`config.mk`:
```
export PLATFORM = sky130hd
export DESIGN_NAME = ex_muldiv_hilo
export DESIGN_NICKNAME = d
export VERILOG_FILES = /design/src/rtl/ex_muldiv_hilo.sv
export SDC_FILE = /design/constraint.sdc
export NUM_CORES = 1
export LEC_CHECK = 0
export BUFFER_PORTS_ARGS = -buffer_cell sky130_fd_sc_hd__buf_2
export CAP_MARGIN = 20
export CELL_PAD_IN_SITES_DETAIL_PLACEMENT = 1
export CELL_PAD_IN_SITES_GLOBAL_PLACEMENT = 1
export CORE_ASPECT_RATIO = 1.75
export CORE_MARGIN = 2
export CORE_UTILIZATION = 40
export CTS_CLUSTER_DIAMETER = 200
export CTS_CLUSTER_SIZE = 20
export DETAILED_ROUTE_END_ITERATION = 12
export GPL_TIMING_DRIVEN = 0
export PLACE_DENSITY = 0.85
export SYNTH_ARGS = -nofsm -noshare
export SYNTH_HDL_FRONTEND = slang
export SYNTH_SLANG_ARGS = --single-unit
```
`constraint.sdc`:
```
create_clock -name clk -period 4.55 [get_ports clk]
set_clock_uncertainty 0.15 [all_clocks]
set_input_delay 0.455 -clock clk [delete_from_list [all_inputs] [get_ports clk]]
set_output_delay 0.455 -clock clk [all_outputs]
set_load 0.02 [all_outputs]
```
`src/rtl/ex_muldiv_hilo.sv`:
```
// Iterative radix-2 multiply/divide unit with architectural HI/LO registers.
// Shift-add multiply, restoring divide; WIDTH step cycles plus one sign-fix/commit cycle.
module ex_muldiv_hilo #(
  parameter int WIDTH = 32,
  parameter int CNT_W = 5
) (
  input  logic             clk,
  input  logic             rst,
  input  logic             start,
  input  logic [1:0]       op,
  input  logic [WIDTH-1:0] src_a,
  input  logic [WIDTH-1:0] src_b,
  input  logic             wr_hi,
  input  logic             wr_lo,
  input  logic [WIDTH-1:0] wdata,
  input  logic             flush,
  output logic             busy,
  output logic             done,
  output logic             dbz,
  output logic [WIDTH-1:0] hi,
  output logic [WIDTH-1:0] lo
);

  typedef enum logic [1:0] {IDLE, RUN, FIN} state_t;

  state_t               state_reg, state_next;
  logic [CNT_W-1:0]     cnt_reg, cnt_next;
  logic [1:0]           op_reg, op_next;
  logic                 sign_a_reg, sign_a_next;
  logic                 sign_b_reg, sign_b_next;
  logic                 dbz_pend_reg, dbz_pend_next;
  logic [WIDTH-1:0]     opd_reg, opd_next;
  logic [2*WIDTH-1:0]   acc_reg, acc_next;
  logic [WIDTH-1:0]     hi_reg, hi_next;
  logic [WIDTH-1:0]     lo_reg, lo_next;
  logic                 done_reg, done_next;
  logic                 dbz_reg, dbz_next;

  logic [WIDTH-1:0]     abs_a, abs_b;
  logic [WIDTH:0]       mul_sum;
  logic [2*WIDTH-1:0]   mul_acc;
  logic [WIDTH:0]       div_shift, div_diff;
  logic                 div_ge;
  logic [2*WIDTH-1:0]   div_acc;
  logic                 signed_op, neg_res;
  logic [2*WIDTH-1:0]   prod_fix;
  logic [WIDTH-1:0]     quo_fix, rem_fix;

  // Operand magnitudes and one radix-2 step of each engine.
  always_comb begin
    abs_a = (!op[0] && src_a[WIDTH-1]) ? -src_a : src_a;
    abs_b = (!op[0] && src_b[WIDTH-1]) ? -src_b : src_b;

    // Multiply: acc = {partial product, remaining multiplier bits}.
    mul_sum = {1'b0, acc_reg[2*WIDTH-1:WIDTH]} + (acc_reg[0] ? {1'b0, opd_reg} : {(WIDTH+1){1'b0}});
    mul_acc = {mul_sum, acc_reg[WIDTH-1:1]};

    // Divide: acc = {partial remainder, dividend bits shifting into quotient}.
    div_shift = acc_reg[2*WIDTH-1:WIDTH-1];
    div_diff  = div_shift - {1'b0, opd_reg};
    div_ge    = !div_diff[WIDTH];
    div_acc   = {(div_ge ? div_diff[WIDTH-1:0] : div_shift[WIDTH-1:0]), acc_reg[WIDTH-2:0], div_ge};

    signed_op = !op_reg[0];
    neg_res   = signed_op && (sign_a_reg ^ sign_b_reg);
    prod_fix  = neg_res ? -acc_reg : acc_reg;
    quo_fix   = neg_res ? -acc_reg[WIDTH-1:0] : acc_reg[WIDTH-1:0];
    rem_fix   = (signed_op && sign_a_reg) ? -acc_reg[2*WIDTH-1:WIDTH] : acc_reg[2*WIDTH-1:WIDTH];
  end

  always_comb begin
    state_next    = state_reg;
    cnt_next      = cnt_reg;
    op_next       = op_reg;
    sign_a_next   = sign_a_reg;
    sign_b_next   = sign_b_reg;
    dbz_pend_next = dbz_pend_reg;
    opd_next      = opd_reg;
    acc_next      = acc_reg;
    hi_next       = hi_reg;
    lo_next       = lo_reg;
    done_next     = 1'b0;
    dbz_next      = 1'b0;

    case (state_reg)
      IDLE: begin
        if (wr_hi) hi_next = wdata;
        if (wr_lo) lo_next = wdata;
        if (start && !flush) begin
          op_next     = op;
          sign_a_next = src_a[WIDTH-1];
          sign_b_next = src_b[WIDTH-1];
          cnt_next    = '0;
          if (op[1] && (src_b == '0)) begin
            dbz_pend_next = 1'b1;
            state_next    = FIN;
          end else begin
            dbz_pend_next = 1'b0;
            state_next    = RUN;
            if (op[1]) begin
              acc_next = {{WIDTH{1'b0}}, abs_a};
              opd_next = abs_b;
            end else begin
              acc_next = {{WIDTH{1'b0}}, abs_b};
              opd_next = abs_a;
            end
          end
        end
      end
      RUN: begin
        if (flush) begin
          state_next = IDLE;
        end else begin
          acc_next = op_reg[1] ? div_acc : mul_acc;
          cnt_next = cnt_reg + 1'b1;
          if (cnt_reg == CNT_W'(WIDTH-1)) state_next = FIN;
        end
      end
      FIN: begin
        state_next = IDLE;
        if (!flush) begin
          done_next = 1'b1;
          if (dbz_pend_reg) begin
            dbz_next = 1'b1;
          end else if (op_reg[1]) begin
            hi_next = rem_fix;
            lo_next = quo_fix;
          end else begin
            hi_next = prod_fix[2*WIDTH-1:WIDTH];
            lo_next = prod_fix[WIDTH-1:0];
          end
        end
      end
      default: state_next = IDLE;
    endcase
  end

  always_ff @(posedge clk or negedge rst) begin
    if (!rst) begin
      state_reg    <= IDLE;
      cnt_reg      <= '0;
      op_reg       <= '0;
      sign_a_reg   <= 1'b0;
      sign_b_reg   <= 1'b0;
      dbz_pend_reg <= 1'b0;
      opd_reg      <= '0;
      acc_reg      <= '0;
      hi_reg       <= '0;
      lo_reg       <= '0;
      done_reg     <= 1'b0;
      dbz_reg      <= 1'b0;
    end else begin
      state_reg    <= state_next;
      cnt_reg      <= cnt_next;
      op_reg       <= op_next;
      sign_a_reg   <= sign_a_next;
      sign_b_reg   <= sign_b_next;
      dbz_pend_reg <= dbz_pend_next;
      opd_reg      <= opd_next;
      acc_reg      <= acc_next;
      hi_reg       <= hi_next;
      lo_reg       <= lo_next;
      done_reg     <= done_next;
      dbz_reg      <= dbz_next;
    end
  end

  assign busy = (state_reg != IDLE);
  assign done = done_reg;
  assign dbz  = dbz_reg;
  assign hi   = hi_reg;
  assign lo   = lo_reg;

endmodule

```
=== Word level (Yosys, flattened, before mapping) ===
Index checks and enable logic that the tools add are counted.

* Word-level logic and storage cells: 93
* Register bits: 174

* $add $sub $neg: 8
* Multiplexer cells: 38
* Equal/unequal tests: 11
* Reductions and logical operators: 22
* Bitwise logic cells: 2

{| class="wikitable"
|+ Operator list
! cell !! count
|-
| 32-bit 2-to-1 mux || 16
|-
| 64-bit 2-to-1 mux || 5
|-
| 32-bit negator || 4
|-
| 32-bit case mux with 2 select lines || 2
|-
| 64-bit case mux with 2 select lines || 1
|-
| 64-bit negator || 1
|-
| 32-bit by 32-bit adder with 33-bit output || 1
|-
| 33-bit by 32-bit subtractor with 33-bit output || 1
|-
| 32-bit zero test || 1
|-
| 2-bit != test (second input constant) || 7
|-
| 4-bit AND reduction || 3
|-
| 5-bit 2-to-1 mux || 2
|-
| 5-bit case mux with 2 select lines || 1
|-
| 2-bit 2-to-1 mux || 4
|-
| 1-bit logical AND || 6
|-
| 1-bit 2-to-1 mux || 6
|-
| 3-bit AND reduction || 2
|-
| 2-bit nonzero test || 3
|-
| 5-bit by 1-bit adder with 5-bit output (second input constant) || 1
|-
| 5-bit equality test (second input constant) || 1
|-
| 1-bit zero test || 4
|-
| 2-bit case mux with 2 select lines || 1
|-
| 2-bit AND reduction || 2
|-
| 3-bit != test (second input constant) || 1
|-
| 5 further kinds || 5
|}

=== Depth between registers and ports, before layout ===
* Word-level depth: 7
* Mapped depth: 14

=== Worst setup path before layout ===
No wires, ideal clock.

* Kind: register to register
* From: reg acc_reg[31]
* To: reg acc_reg[48]
* Setup time: 0.136 ns
* Required time: 4.264 ns
* Cell stages (with the launch flop): 15
* Setup slack: 1.147 ns
* Data arrival time: 3.117 ns
* Clock period less this slack: 3.403 ns
* Path through: dfrtp_1 inv_1 ha_1 fa_1 nand2b_1 a211oi_1 o21ai_0 a21oi_1 o2111a_1 nor3_1 nor3_1 buf_2 buf_2 mux2i_1 o211ai_1

* Word-level cells in the longest chain between the ends: 5

{| class="wikitable"
|+ RTL lines
! element !! line !! source
|-
| start: declaration || 33 || <nowiki>logic [2*WIDTH-1:0] acc_reg, acc_next;</nowiki>
|-
| start signal: assignment || 160 || <nowiki>acc_reg <= acc_next;</nowiki>
|-
| 33-bit by 32-bit subtractor with 33-bit output || 60 || <nowiki>div_diff = div_shift - {1'b0, opd_reg};</nowiki>
|-
| 32-bit 2-to-1 mux || 62 || <nowiki>div_acc = {(div_ge ? div_diff[WIDTH-1:0] : div_shift[WIDTH-1:0]), acc_reg[WIDTH-2:0], div_ge};</nowiki>
|-
| 64-bit 2-to-1 mux || 114 || <nowiki>acc_next = op_reg[1] ? div_acc : mul_acc;</nowiki>
|-
| 64-bit 2-to-1 mux || 111 || <nowiki>if (flush) begin</nowiki>
|-
| 64-bit case mux with 2 select lines || 85 || <nowiki>case (state_reg)</nowiki>
|}

No other way between the ends. The select of a mux whose other input is x is not followed.
A chain may end at the register's enable or synchronous reset.

=== Worst setup path after layout ===
* From: reg acc_reg[32]
* To: reg acc_reg[42]

* Word-level cells in the longest chain between the ends: 5

{| class="wikitable"
|+ RTL lines
! element !! line
|-
| 33-bit by 32-bit subtractor with 33-bit output || 60
|-
| 32-bit 2-to-1 mux || 62
|-
| 64-bit 2-to-1 mux * || 114
|-
| 64-bit 2-to-1 mux * || 111
|-
| 64-bit case mux with 2 select lines * || 85
|}

Mark *: on every way between the ends. The rest lies on a longest branch, timed or not. The select of a mux whose other input is x is not followed.

==> impl_metrics.tcl <==
set metrics [dict create \
    status "finished, final reports clean" \
    whs_path_depth 2 \
    die_h_um 261 \
    relSlewSlack 0.310 \
    vias 16500 \
    synth_area_um2 15100 \
    crit_path_max_incr_delay_ns 0.58 \
    p_leak_uw 0.00763 \
    maxSlewViolCount 0 \
    critPathRequiredTime_ns 4.77 \
    internal_power_uw 5200 \
    crit_path_start_kind "register" \
    final_util 0.460 \
    critical-path-slowest-cell "dfrtp_1" \
    powerDensity_nw_per_um2 646 \
    place_hpwl_mm 54.8 \
    finalHoldViolations 0 \
    antenna_found_initial 0 \
    clk_path_buf_depth 2 \
    tightestPinTransition_ns 1.03 \
    tritoncts "done" \
    ir_drop_v 0.000374 \
    synth_area_leader_cell "dfrtp_1" \
    maxCapViolCount 0 \
    path_cells "inv_1 > fa_1 > nand2b_1 > a211oi_4 > o21ai_0 > a21oi_2 > o2111a_1 > nor3_1 > nor3_1 > buf_2 > clkbuf_2 > nand2_1 > o221ai_1" \
    die_w_um 151 \
    whs_ns 0.0453 \
    diodes 0 \
    firstDrtPassIters 5 \
    finalPower_uw 11100 \
    grt_pass1_wl_mm 103 \
    ys_types 69 \
    clock.fmax_mhz 226 \
    swShare 0.532 \
    final_nets 2315 \
    synth-warning-count 0 \
    synthesis.nets 2124 \
    drc_errors 0 \
    die_area_um2 39300 \
    endpoint_kind "register" \
    cts_sinks 174 \
    port_buffers 169 \
    grt_pass1_vias 17500 \
    crit_type "reg2reg" \
    syn-instance-count 1948 \
    combPwrFrac 0.621 \
    ios 171 \
    p_seq_frac 0.244 \
    rr_worst_depth 13 \
    setup_ws_ns 0.130 \
    period_needed_ns 4.42 \
    yosysTopAreaCellShare 0.289 \
    num_rows 94 \
    drt.antenna.violating_nets 0 \
    synth_ff_type "dfrtp_1" \
    finalSetupViolCount 0 \
    areaGrowthSynthToFinish_pct 14.0 \
    drtIter0Drc 1005 \
    switchingPower_uw 5920 \
    fin_crit_sh 0.971 \
    min_path_type "in2reg" \
    worstSetupPathDepth 13 \
    crit_top_cell "nor3_1" \
    coreArea_um2 37400 \
    vias_per_cell 6.26 \
    ctsHtreeMaxLevel 4 \
    yosys-top-cells-area "dfrtp_1 29%, o21ai_0 6.5%, ha_1 5.8%, nand2_1 5.6%, nor2_1 5.5%" \
    grt_overflow 0 \
    wl_per_cell_um 25.9 \
    initial_core_util 0.403 \
    fin_area_um2 17200 \
    clock_latency_ns 0.47 \
    p_clk_frac 0.135 \
    grt_max_degree 102 \
    arrival_ns 4.64 \
    clk_pin_slew_ns 0.08 \
    synth_edf_count 0 \
    place_area_um2 16600 \
    cts_made_buffers 17 \
    wl_mm 68.3 \
    async_flop_share 1.00 \
    syn_area_per_cell_um2 7.74 \
    layout-drive-gt1-share 0.118 \
    root_buffer "clkbuf_16" \
    dp_slack_ns -0.515 \
    place.gp.congestion 1.01 \
    gr-usage-all-layers 0.350 \
    yosysSeqAreaShare 0.289 \
    critPathBufInv 3 \
    ys_seq_elements 174 \
    largest_reg_flops 64 \
    cp_max_fo 10 \
    critPathTopFamily "compound AO/OA/AOI/OAI gates" \
]
power groups by stage:
stage	logic, uW	clock network (uW)	registers [uW]
2_1_floorplan	4480	0	2550
3_3_place_gp	6420	0	2670
3_5_place_dp	6660	0	2700
4_1_cts	6750	1490	2680
5_1_grt	7440	1560	2740
6_report	6910	1500	2710
layer usage:
layer,wire length [um],GRT usage
met5,0,0
met2,35200,0.628
met3,3090,0.0495
met1,23000,0.349
met4,7010,0.298
area by class of cell:
class                      instances  area (um^2)
buffer                           106          418
clock buffer                      18          429
clock inverter                    14          151
fill                            4748        20200
inverter                          70          263
multi-input combinational       1598        10100
sequential                       174         4350
tap                              480          601
timing repair buffer             172          901
cell families after synthesis:
family | count (synthesis) | synth area share
AOI/OAI and AO/OA | 615 | 0.255
adders and majority gates | 72 | 0.0607
DFF | 174 | 0.289
xor gates and xnor gates | 170 | 0.0987
buffers and inverters | 176 | 0.0447
muxes | 71 | 0.0484
and+or+nand+nor | 670 | 0.204
layout by cell type, fill, tap and decap left out, types with 16 or more instances in the layout:
| master | synthesis | layout |
|---|---|---|
| a31oi_1 | 22 | 22 |
| clkbuf_16 | 0 | 17 |
| o211ai_1 | 20 | 20 |
| o21ai_0 | 196 | 194 |
| or3_1 | 26 | 26 |
| clkbuf_1 | 88 | 88 |
| nand2b_1 | 19 | 19 |
| xnor2_1 | 93 | 93 |
| nand2_1 | 227 | 227 |
| a21o_1 | 34 | 34 |
| a21oi_1 | 149 | 147 |
| xor2_1 | 77 | 77 |
| o31ai_1 | 44 | 44 |
| nor2b_1 | 16 | 16 |
| inv_1 | 70 | 70 |
| dfrtp_1 | 174 | 174 |
| mux2i_1 | 55 | 55 |
| buf_2 | 11 | 177 |
| nor3_1 | 46 | 46 |
| ha_1 | 70 | 70 |
| nand3_1 | 27 | 27 |
| mux2_2 | 16 | 16 |
| a22oi_1 | 20 | 20 |
| a21boi_0 | 16 | 16 |
| nor2_1 | 221 | 221 |
metrics by stage:
step	std cells	setup TNS, ns
floorplan	1948	0
global placement	2597	-4.49
detailed placement	2598	-6.93
finish	2632	0
global route	2632	-0.0124
CTS	2631	0
cells in the mapped netlist, drive strengths merged, types with 6 or more instances:
| master | count |
|---|---|
| a211oi | 15 |
| a21boi | 16 |
| a21o | 34 |
| a21oi | 149 |
| a221oi | 9 |
| a22oi | 20 |
| a31oi | 22 |
| and2 | 13 |
| and3 | 10 |
| buf | 18 |
| clkbuf | 88 |
| dfrtp | 174 |
| ha | 70 |
| inv | 70 |
| mux2 | 16 |
| mux2i | 55 |
| nand2 | 227 |
| nand2b | 19 |
| nand3 | 27 |
| nand4 | 13 |
| nor2 | 221 |
| nor2b | 16 |
| nor3 | 48 |
| nor4 | 14 |
| o211ai | 20 |
| o21a | 11 |
| o21ai | 197 |
| o21bai | 7 |
| o221ai | 12 |
| o31a | 9 |
| o31ai | 45 |
| o41ai | 9 |
| or2 | 6 |
| or3 | 26 |
| or4 | 14 |
| xnor2 | 93 |
| xor2 | 77 |
path summary, 6_finish.rpt:
kind,startpoint,to,slack (ns)
worst min-delay path,flush,state_reg[1],0.05
max in group asynchronous,rst,opd_reg[9],2.86
min in group asynchronous,rst,done,0.40
worst max register to register,acc_reg[32],acc_reg[42],0.13
worst min register to register,opd_reg[2],opd_reg[2],0.33
worst max-delay path,acc_reg[32],acc_reg[42],0.13
repair_timing:
action                                  in CTS  in global routing
endpoints found under the setup margin      27                 27
buffers inserted                             0                  0
endpoints found under the hold margin       73                  0
pin swaps                                    0                  0
resized for setup                            4                  8
hold buffers                                 1                  0
No activity file was read; power rests on OpenSTA's default activity.
